===== config.mk =====
export PLATFORM = sky130hd
export DESIGN_NAME = ssd_scan_decoder
export DESIGN_NICKNAME = d
export VERILOG_FILES = /design/src/rtl/ssd_pkg.sv /design/src/rtl/ssd_seg_decode.sv /design/src/rtl/ssd_scan_decoder.sv
export SDC_FILE = /design/constraint.sdc
export NUM_CORES = 1
export LEC_CHECK = 0
export CAP_MARGIN = 10
export CORE_MARGIN = 3
export CORE_UTILIZATION = 60
export DETAILED_ROUTE_END_ITERATION = 16
export PLACE_DENSITY = 0.82
export SLEW_MARGIN = 20
export SYNTH_ARGS = -nofsm -noshare
export SYNTH_HDL_FRONTEND = slang
export SYNTH_SLANG_ARGS = --single-unit

===== constraint.sdc =====
create_clock -name Clk -period 5.1 [get_ports Clk]
set_input_delay 0.51 -clock Clk [delete_from_list [all_inputs] [get_ports Clk]]
set_output_delay 0.51 -clock Clk [all_outputs]
set_load 0.01 [all_outputs]

===== src/rtl/ssd_pkg.sv =====
// Shared definitions for the seven-segment scan path: the segment table used
// by both the driver encoder and the scan decoder, slot FSM states and the
// blank segment pattern.
package ssd_pkg;

    typedef enum logic [1:0] {
        ST_IDLE   = 2'd0,
        ST_SETTLE = 2'd1,
        ST_SAMPLE = 2'd2,
        ST_HOLD   = 2'd3
    } slot_state_t;

    // abcdefg, active-low, segment a in bit 6
    localparam logic [6:0] SEG_TABLE [16] = '{
        7'b0000001, 7'b1001111, 7'b0010010, 7'b0000110,
        7'b1001100, 7'b0100100, 7'b0100000, 7'b0001111,
        7'b0000000, 7'b0000100, 7'b0001000, 7'b1100000,
        7'b0110001, 7'b1000010, 7'b0110000, 7'b0111000
    };

    localparam logic [6:0] SEG_BLANK = 7'b1111111;

endpackage


===== src/rtl/ssd_seg_decode.sv =====
// Combinational segment decoder: active-low abcdefg pattern to hex digit,
// with flags for a legal hex glyph and for the all-off blank pattern.
module ssd_seg_decode
    import ssd_pkg::*;
(
    input  logic [6:0] seg,
    output logic [3:0] hex,
    output logic       valid,
    output logic       blank
);

    // Table search; the sixteen glyphs are distinct so at most one entry hits
    always_comb begin
        hex   = 4'h0;
        valid = 1'b0;
        for (int i = 0; i < 16; i++) begin
            if (seg == SEG_TABLE[i]) begin
                hex   = 4'(i);
                valid = 1'b1;
            end
        end
        blank = (seg == SEG_BLANK);
    end

endmodule


===== src/rtl/ssd_scan_decoder.sv =====
// Receive side of the multiplexed 8-digit seven-segment bus. Follows the
// anode scan, samples the cathodes once per slot after a settle delay and
// commits a digit after MATCH_COUNT consecutive identical decodes.
// Optional build macro BLANK_DETECT_EN: accept the all-off pattern as a
// blank symbol that invalidates the digit instead of flagging a code error.
//
// state  | meaning
// IDLE   | no single anode active, waiting for a one-hot-low anode
// SETTLE | anode selected, waiting SETTLE_CYCLES for cathodes to settle
// SAMPLE | one cycle: decode cathodes and run match/commit for slot_idx
// HOLD   | slot already sampled, waiting for the anode to move on
module ssd_scan_decoder
    import ssd_pkg::*;
#(
    parameter int SETTLE_CYCLES  = 1024,
    parameter int MATCH_COUNT    = 2,
    parameter int TIMEOUT_CYCLES = 131072
) (
    input  logic        Clk,
    input  logic        Reset,
    input  logic [7:0]  An,
    input  logic [7:0]  Cath,
    output logic [31:0] digit_hex,
    output logic [7:0]  digit_dp,
    output logic [7:0]  digit_valid,
    output logic        update_pulse,
    output logic [2:0]  update_idx,
    output logic        code_err,
    output logic        link_alive
);

    localparam int SW = (SETTLE_CYCLES > 1) ? $clog2(SETTLE_CYCLES) : 1;
    localparam int TW = $clog2(TIMEOUT_CYCLES + 1);
    localparam logic [SW-1:0] SETTLE_LAST  = SW'(SETTLE_CYCLES - 1);
    localparam logic [TW-1:0] TIMEOUT_LAST = TW'(TIMEOUT_CYCLES - 1);
    localparam logic [TW-1:0] TIMEOUT_MAX  = TW'(TIMEOUT_CYCLES);
    localparam logic [3:0]    MATCH_TGT    = 4'(MATCH_COUNT);
`ifdef BLANK_DETECT_EN
    localparam logic BLANK_ACCEPT = 1'b1;
`else
    localparam logic BLANK_ACCEPT = 1'b0;
`endif

    logic [7:0]    an_s1, an_s2, cath_s1, cath_s2;
    logic [7:0]    an_act;
    logic          an_onehot;
    logic [2:0]    an_idx;

    slot_state_t   state, state_nxt;
    logic [2:0]    slot_idx, slot_nxt;
    logic [SW-1:0] settle_cnt, settle_nxt;

    logic [TW-1:0] timer;
    logic          timeout_evt;

    logic [3:0]    dec_hex;
    logic          dec_valid, dec_blank;
    logic          dp_lit, sym_blank, sym_ok, reach, changed;
    logic [5:0]    cur_key, new_key;
    logic [3:0]    cnt_cur, cnt_new;

    logic [3:0]    cand_hex   [8];
    logic          cand_dp    [8];
    logic          cand_blank [8];
    logic [3:0]    match_cnt  [8];

    // Two-flop synchronizers; idle value is all lines high (nothing driven)
    always_ff @(posedge Clk) begin
        if (Reset) begin
            an_s1   <= 8'hFF;
            an_s2   <= 8'hFF;
            cath_s1 <= 8'hFF;
            cath_s2 <= 8'hFF;
        end else begin
            an_s1   <= An;
            an_s2   <= an_s1;
            cath_s1 <= Cath;
            cath_s2 <= cath_s1;
        end
    end

    assign an_act    = ~an_s2;
    assign an_onehot = (an_act != 8'd0) && ((an_act & (an_act - 8'd1)) == 8'd0);

    // Index of the active anode, meaningful only when an_onehot
    always_comb begin
        an_idx = 3'd0;
        for (int i = 0; i < 8; i++) begin
            if (an_act[i]) an_idx = 3'(i);
        end
    end

    // Slot FSM state register
    always_ff @(posedge Clk) begin
        if (Reset) begin
            state      <= ST_IDLE;
            slot_idx   <= 3'd0;
            settle_cnt <= '0;
        end else begin
            state      <= state_nxt;
            slot_idx   <= slot_nxt;
            settle_cnt <= settle_nxt;
        end
    end

    // Slot FSM next state; an anode change restarts the settle from zero
    always_comb begin
        state_nxt  = state;
        slot_nxt   = slot_idx;
        settle_nxt = settle_cnt;
        if (state == ST_IDLE) begin
            if (an_onehot) begin
                state_nxt  = ST_SETTLE;
                slot_nxt   = an_idx;
                settle_nxt = '0;
            end
        end else if (!an_onehot) begin
            state_nxt = ST_IDLE;
        end else if (an_idx != slot_idx) begin
            state_nxt  = ST_SETTLE;
            slot_nxt   = an_idx;
            settle_nxt = '0;
        end else begin
            case (state)
                ST_SETTLE: begin
                    if (settle_cnt == SETTLE_LAST) state_nxt  = ST_SAMPLE;
                    else                           settle_nxt = settle_cnt + 1'b1;
                end
                ST_SAMPLE: state_nxt = ST_HOLD;
                default:   state_nxt = state;
            endcase
        end
    end

    ssd_seg_decode u_seg_decode (
        .seg   (cath_s2[7:1]),
        .hex   (dec_hex),
        .valid (dec_valid),
        .blank (dec_blank)
    );

    // Candidate comparison for the slot under sample; blank carries its own key bit
    always_comb begin
        dp_lit    = ~cath_s2[0];
        sym_blank = BLANK_ACCEPT & dec_blank;
        sym_ok    = dec_valid | sym_blank;
        cur_key   = {cand_blank[slot_idx], cand_hex[slot_idx], cand_dp[slot_idx]};
        new_key   = {sym_blank, (sym_blank ? 4'h0 : dec_hex), dp_lit};
        cnt_cur   = match_cnt[slot_idx];
        if (new_key == cur_key) cnt_new = (cnt_cur == 4'hF) ? 4'hF : cnt_cur + 4'd1;
        else                    cnt_new = 4'd1;
        reach     = (cnt_new >= MATCH_TGT);
        changed   = !digit_valid[slot_idx]
                    || (digit_hex[{slot_idx, 2'b00} +: 4] != dec_hex)
                    || (digit_dp[slot_idx] != dp_lit);
    end

    // Link timer: saturates at TIMEOUT_CYCLES while no single anode is active
    always_ff @(posedge Clk) begin
        if (Reset)                    timer <= '0;
        else if (an_onehot)           timer <= '0;
        else if (timer != TIMEOUT_MAX) timer <= timer + 1'b1;
    end

    assign timeout_evt = !an_onehot && (timer == TIMEOUT_LAST);

    // Match, commit and timeout bookkeeping; results appear the cycle after SAMPLE
    always_ff @(posedge Clk) begin
        if (Reset) begin
            digit_hex    <= '0;
            digit_dp     <= '0;
            digit_valid  <= '0;
            update_pulse <= 1'b0;
            update_idx   <= 3'd0;
            code_err     <= 1'b0;
            link_alive   <= 1'b0;
            for (int i = 0; i < 8; i++) begin
                cand_hex[i]   <= 4'h0;
                cand_dp[i]    <= 1'b0;
                cand_blank[i] <= 1'b0;
                match_cnt[i]  <= 4'd0;
            end
        end else begin
            update_pulse <= 1'b0;
            code_err     <= 1'b0;
            if (timeout_evt) begin
                link_alive  <= 1'b0;
                digit_valid <= '0;
                for (int i = 0; i < 8; i++) match_cnt[i] <= 4'd0;
            end else if (state == ST_SAMPLE) begin
                link_alive <= 1'b1;
                if (!sym_ok) begin
                    code_err            <= 1'b1;
                    match_cnt[slot_idx] <= 4'd0;
                end else begin
                    cand_blank[slot_idx] <= new_key[5];
                    cand_hex[slot_idx]   <= new_key[4:1];
                    cand_dp[slot_idx]    <= new_key[0];
                    match_cnt[slot_idx]  <= cnt_new;
                    if (reach) begin
                        if (sym_blank) begin
                            digit_valid[slot_idx] <= 1'b0;
                        end else begin
                            digit_hex[{slot_idx, 2'b00} +: 4] <= dec_hex;
                            digit_dp[slot_idx]                <= dp_lit;
                            digit_valid[slot_idx]             <= 1'b1;
                            if (changed) begin
                                update_pulse <= 1'b1;
                                update_idx   <= slot_idx;
                            end
                        end
                    end
                end
            end
        end
    end

endmodule

* Yosys cells after proc, flatten, opt, wreduce, memory -nomap -nowiden
Memory sizes are Yosys's and may differ from the RTL's. A register that Yosys moved wholly into a read port is not among the register bits.
Index checks and enable logic that the tools add are counted.
** Word-level totals
- Register bits after elaboration :: 119
- Bits in latches :: 0
- Memory bits (writable) :: 72
- ROM bits :: 0
- Logic and storage cells :: 204
- Memories kept :: 3
** Memory list
- cand_hex :: depth 8, width 4, rd ports 1, clocked after memory_dff 1, wr ports 8, line ssd_scan_decoder.sv:62 : logic [3:0] cand_hex [8];
- match_cnt :: depth 8, width 4, rd ports 1, clocked after memory_dff 1, wr ports 8, line ssd_scan_decoder.sv:65 : logic [3:0] match_cnt [8];
- cand_dp :: depth 8, width 1, rd ports 1, clocked after memory_dff 1, wr ports 8, line ssd_scan_decoder.sv:63 : logic cand_dp [8];
** Operators by class
- Add/subtract/negate cells :: 5
- $mul :: 0
- Divide/modulo/power cells :: 0
- Magnitude comparators :: 3
- Eq/ne operators :: 29
- Shift-type cells :: 3
- Muxes and demuxes :: 104
- Bitwise operators :: 17
- Reductions and logical operators :: 25
** Operators with widths (number)
- $mux W4 :: 21
- $mux W3 :: 21
- $mux W10 :: 6
- $mux W1 :: 41
- $eq A7 B6 Y1 const B :: 5
- $bwmux W32 :: 1
- $shift A4 B7 Y32 const A :: 1
- $shiftx A32 B6 Y4 :: 1
- $shiftx A4 B7 Y32 :: 1
- $eq A7 B7 Y1 const B :: 4
- $add A18 B1 Y18 const B :: 1
- $eq A18 B17 Y1 const B :: 1
- $mux W2 :: 9
- $ne A18 B18 Y1 const B :: 1
- $eq A7 B3 Y1 const B :: 2
- $eq A7 B4 Y1 const B :: 2
- $add A10 B1 Y10 const B :: 1
- $eq A10 B10 Y1 const B :: 1
- $or A1 B1 Y1 :: 9
- $reduce_and A3 Y1 :: 3
- $and A8 B8 Y8 :: 1
- $bwmux W8 :: 1
- $logic_not A8 Y1 :: 1
- $not A8 Y8 :: 1
- other kinds (39) :: 50

* Logic depth before layout (Yosys ltp)
- Depth in word-level cells :: 25
- Mapped depth :: 14

* By module
From an unflattened synthesis, not the netlist that was laid out.
** Second synthesis, totals
- Cell total of the unflattened synthesis :: 881
- Area, all modules :: 9003.6 sq um
** Modules (own cells, without submodules)
- ssd_scan_decoder :: times used 1, cells an instance 827, area each 8623.3 sq um, seq. area each 4604.4 sq um
- ssd_seg_decode :: times used 1, cells an instance 54, area each 380.4 sq um, seq. area each 0.0 sq um

* Worst setup path after synthesis
OpenSTA, ideal clock, no wires.
- Path type :: register to register
- From :: register (tool-made name)
- To :: register digit_dp[6]
- Setup time :: 0.146 ns
- Arrival time :: 2.724 ns
- Setup slack :: 2.230 ns
- Stages on the path, launching flop included :: 14
- Period minus slack after synthesis :: 2.870 ns
- Cells stage by stage :: dfxtp_1 -> buf_6 -> mux4_2 -> mux2i_1 -> inv_1 -> ha_1 -> or2_1 -> a211oi_1 -> nor3b_2 -> and4_4 -> buf_6 -> buf_4 -> a21oi_1 -> a311oi_2
** RTL lines
- to (signal, indexed assignment) :: line ssd_scan_decoder.sv:205 : digit_dp[slot_idx] <= dp_lit;
- to (decl) :: line ssd_scan_decoder.sv:24 : output logic [7:0] digit_dp,

==> summary.txt <==
Floorplan
  – Die area: 16700 um^2
  – Die width: 129 um
  – Site row count: 44
  – Top-level I/O count: 72
  – Core ar.: 14700 um^2
  – Die Y: 129 um
  – Starting density of the core: 62.0%

Setup path
  – Required time worst endpoint: 5470 ps
  – Worst Setup Start Kind: flop
  – Worst-path cell chain: mux4_2, mux2i_1, inv_1, ha_1, o211ai_1, a211oi_1, nor3b_2, nand4_1, nor3_2, mux2i_1
  – WP buf/inv: 1
  – Cell mode on critical path: mux2i_1
  – WP depth: 10
  – Worst path top cell family by delay: simple AND/OR/NAND/NOR gates
  – Worst path max stage delay: 630 ps
  – Max FO, Critical Path: 15
  – CP arrival: 4170 ps
  – Setup Crit Path Kind: reg -> reg
  – Crit path capture type: flop
  – Worst reg-to-reg path cell count: 10
  – Critical Path Slowest Stage Cell: dfxtp_1

Synthesis
  – Number of synthesized flops with an enable pin: 72
  – Synth top area cells: dfxtp_1 27%, edfxtp_1 24%, mux4_2 5.9%
  – Post-Syn Instances: 901
  – Avg Cell Area, Syn: 10.1 um^2
  – Sequential area share after synthesis: 50.5%
  – Area leader, netlist: dfxtp_1
  – Syn nets: 925
  – Yosys top cell area share: 26.8%
  – Netlist cell types: 69
  – Yosys warnings: 0
  – Post-synthesis async set-or-reset flop share: 0%
  – Synthesized flop and latch total: 194
  – Most common flop cell mapped by yosys: dfxtp_1
  – Post-Syn Area: 9110 um^2

Power and ir drop
  – Reg power frac: 49.3%
  – Sw Pwr: 941 uW
  – LEAKAGE: 3.54 nW
  – P_int: 2.51 mW
  – Clock power frac: 38.3%
  – Power share of the combinational group: 12.4%
  – Sw Share: 27.3%
  – PwrDens: 331 nW/um^2
  – Worst-case vdd ir drop: 0.266 mV

Finish
  – Most frequent cells in the layout: 139 x nor2_1, 122 x dfxtp_1, 72 x edfxtp_1
  – ANT cells: 0
  – Total Nets Final: 967
  – Fin area: 10400 um^2
  – P&R area growth vs syn: 14.4%
  – Commonest non-fill, non-tap cell in the layout: nor2_1
  – Share of layout cells above drive strength 1: 12.4%

CTS
  – CTS tree: done
  – Later-pin clock latency in the skew report: 440 ps
  – CTS max path bufs: 2
  – Sink Count: 194
  – H-tree depth: 4
  – Clock root buffer: clkbuf_16
  – Resize count post-CTS: 0
  – Worst-path clk slew: 80 ps
  – CTS Hold Bufs: 0
  – Post-CTS setup buffers: 0
  – CTS buffer count: 17

Placement
  – IO buf count: 71
  – Placer Congestion: 0.949
  – Placement Cell Area: 9840 um^2
  – Hpwl dp: 15.7 mm

Drt
  – Via-to-Cell Ratio: 6.37
  – Via count: 7267
  – Detailed-route wire length per cell: 19.6 um
  – Drc violations: 0
  – Post-route ant nets: 0
  – Routed wire length: 22.4 mm
  – Initial DRC Count: 891
  – First-pass DRT Iterations: 7

STA
  – Final setup viols: 0
  – Slew Limit Headroom: 34.1%
  – Worst slew pin tran: 981 ps
  – Fmax: 0.263 GHz
  – RSZ-0062 raised after global routing: no
  – Fin crit share: 74.5%
  – Total negative slack: 0 ps
  – Worst Clk Skew: 9.74 ps
  – Fin. Hold Viols: 0
  – Max-slew violations: 0
  – Crit path time final: 3800 ps

Global routing
  – Total GRT Usage: 27.7%
  – Initial antenna violation count: 0
  – First-pass GRT wire length: 36.0 mm
  – Vias in the first global route: 6731
  – Grt total ovfl: 0
  – Pin count of the biggest net entering global routing: 83

Run
  – Max Cap Viol: 0

Min path
  – Min-Delay Path Class: reg -> reg
  – Hold Path Depth: 1

Outcome
  – Status: finished, final reports clean
-- Yosys cell counts (all sizes together), types with 23 or more instances --
cell type  count
nor2         139
dfxtp        122
edfxtp        72
nand2         68
nor3          46
a21oi         44
or2           34
clkbuf        33
mux2i         28
o21ai         28
mux4          24
nand3         23
-- per-stage QoR --
step	setup slack (ps)	total power [mW]	hold slack, ps	utilization (%)	std cells
global route	967	3.56	417	70.9	1140
finish	1300	3.45	407	70.9	1140
floorplan	2230	2.04	389	-	901
global placement	1520	2.14	391	66.9	1108
CTS	1310	3.45	408	70.9	1140
detailed placement	1340	2.15	393	66.9	1108
-- power by group through the flow --
stage | Combinational (mW) | Clock (mW) | Sequential, mW
finish | 0.427 | 1.32 | 1.70
global placement | 0.404 | 0 | 1.73
detailed placement | 0.414 | 0 | 1.74
global route | 0.462 | 1.39 | 1.71
floorplan | 0.350 | 0 | 1.69
CTS | 0.416 | 1.33 | 1.70
-- flip-flops by register name (all words and copies together) (netlist names), 2 cells and up, named ones only --
signal,cells
update_idx,3
slot_idx,3
cand_hex,32
digit_dp,8
cand_dp,8
cath_s1,8
digit_hex,32
an_s1,8
an_s2,8
digit_valid,8
cath_s2,8
match_cnt,32
state,2
timer,18
settle_cnt,10
-- worst paths after layout --
kind / startpoint / to / slack, ps
setup / recovery: flop / digit_hex[12] / 1300
hold / removal: cath_s1[0] / cath_s2[0] / 410
setup reg to reg: flop / digit_hex[12] / 1300
hold reg to reg: cath_s1[0] / cath_s2[0] / 410
-- kinds of logic (layout without fill, tap and decap cells) --
| family | after synthesis | in the layout | share of synthesized area (%) |
|---|---|---|---|
| AO/OA/AOI/OAI | 140 | 140 | 10.2 |
| XOR/XNOR | 31 | 31 | 2.98 |
| adder cells (fa/ha/maj) | 6 | 6 | 0.824 |
| buffers and inverters | 70 | 125 | 3.50 |
| flip-flops | 194 | 194 | 50.5 |
| multiplexers | 55 | 55 | 9.38 |
| AND/OR/NAND/NOR | 405 | 405 | 22.6 |
-- final cells by class --
type / instances / area [um^2]
Tap cell: 184 / 230
Clock buffer: 18 / 439
Clock inverter: 14 / 144
Multi-Input combinational cell: 637 / 4190
Timing Repair Buffer: 78 / 758
Fill cell: 1058 / 4280
Sequential cell: 194 / 4600
Inverter: 15 / 56.3
-- metal layers --
| metal | GRT usage [%] | part of all wire, % | vias to the layer above |
|---|---|---|---|
| met2 | 43.7 | 47 | 410 |
| met4 | 10.3 | 2.6 | 0 |
| li1 | - | - | 3348 |
| met3 | 5.19 | 9.3 | 51 |
| met1 | 38.5 | 41 | 3458 |
| met5 | 0 | 0 | - |
(Power assumes the default switching activity.)
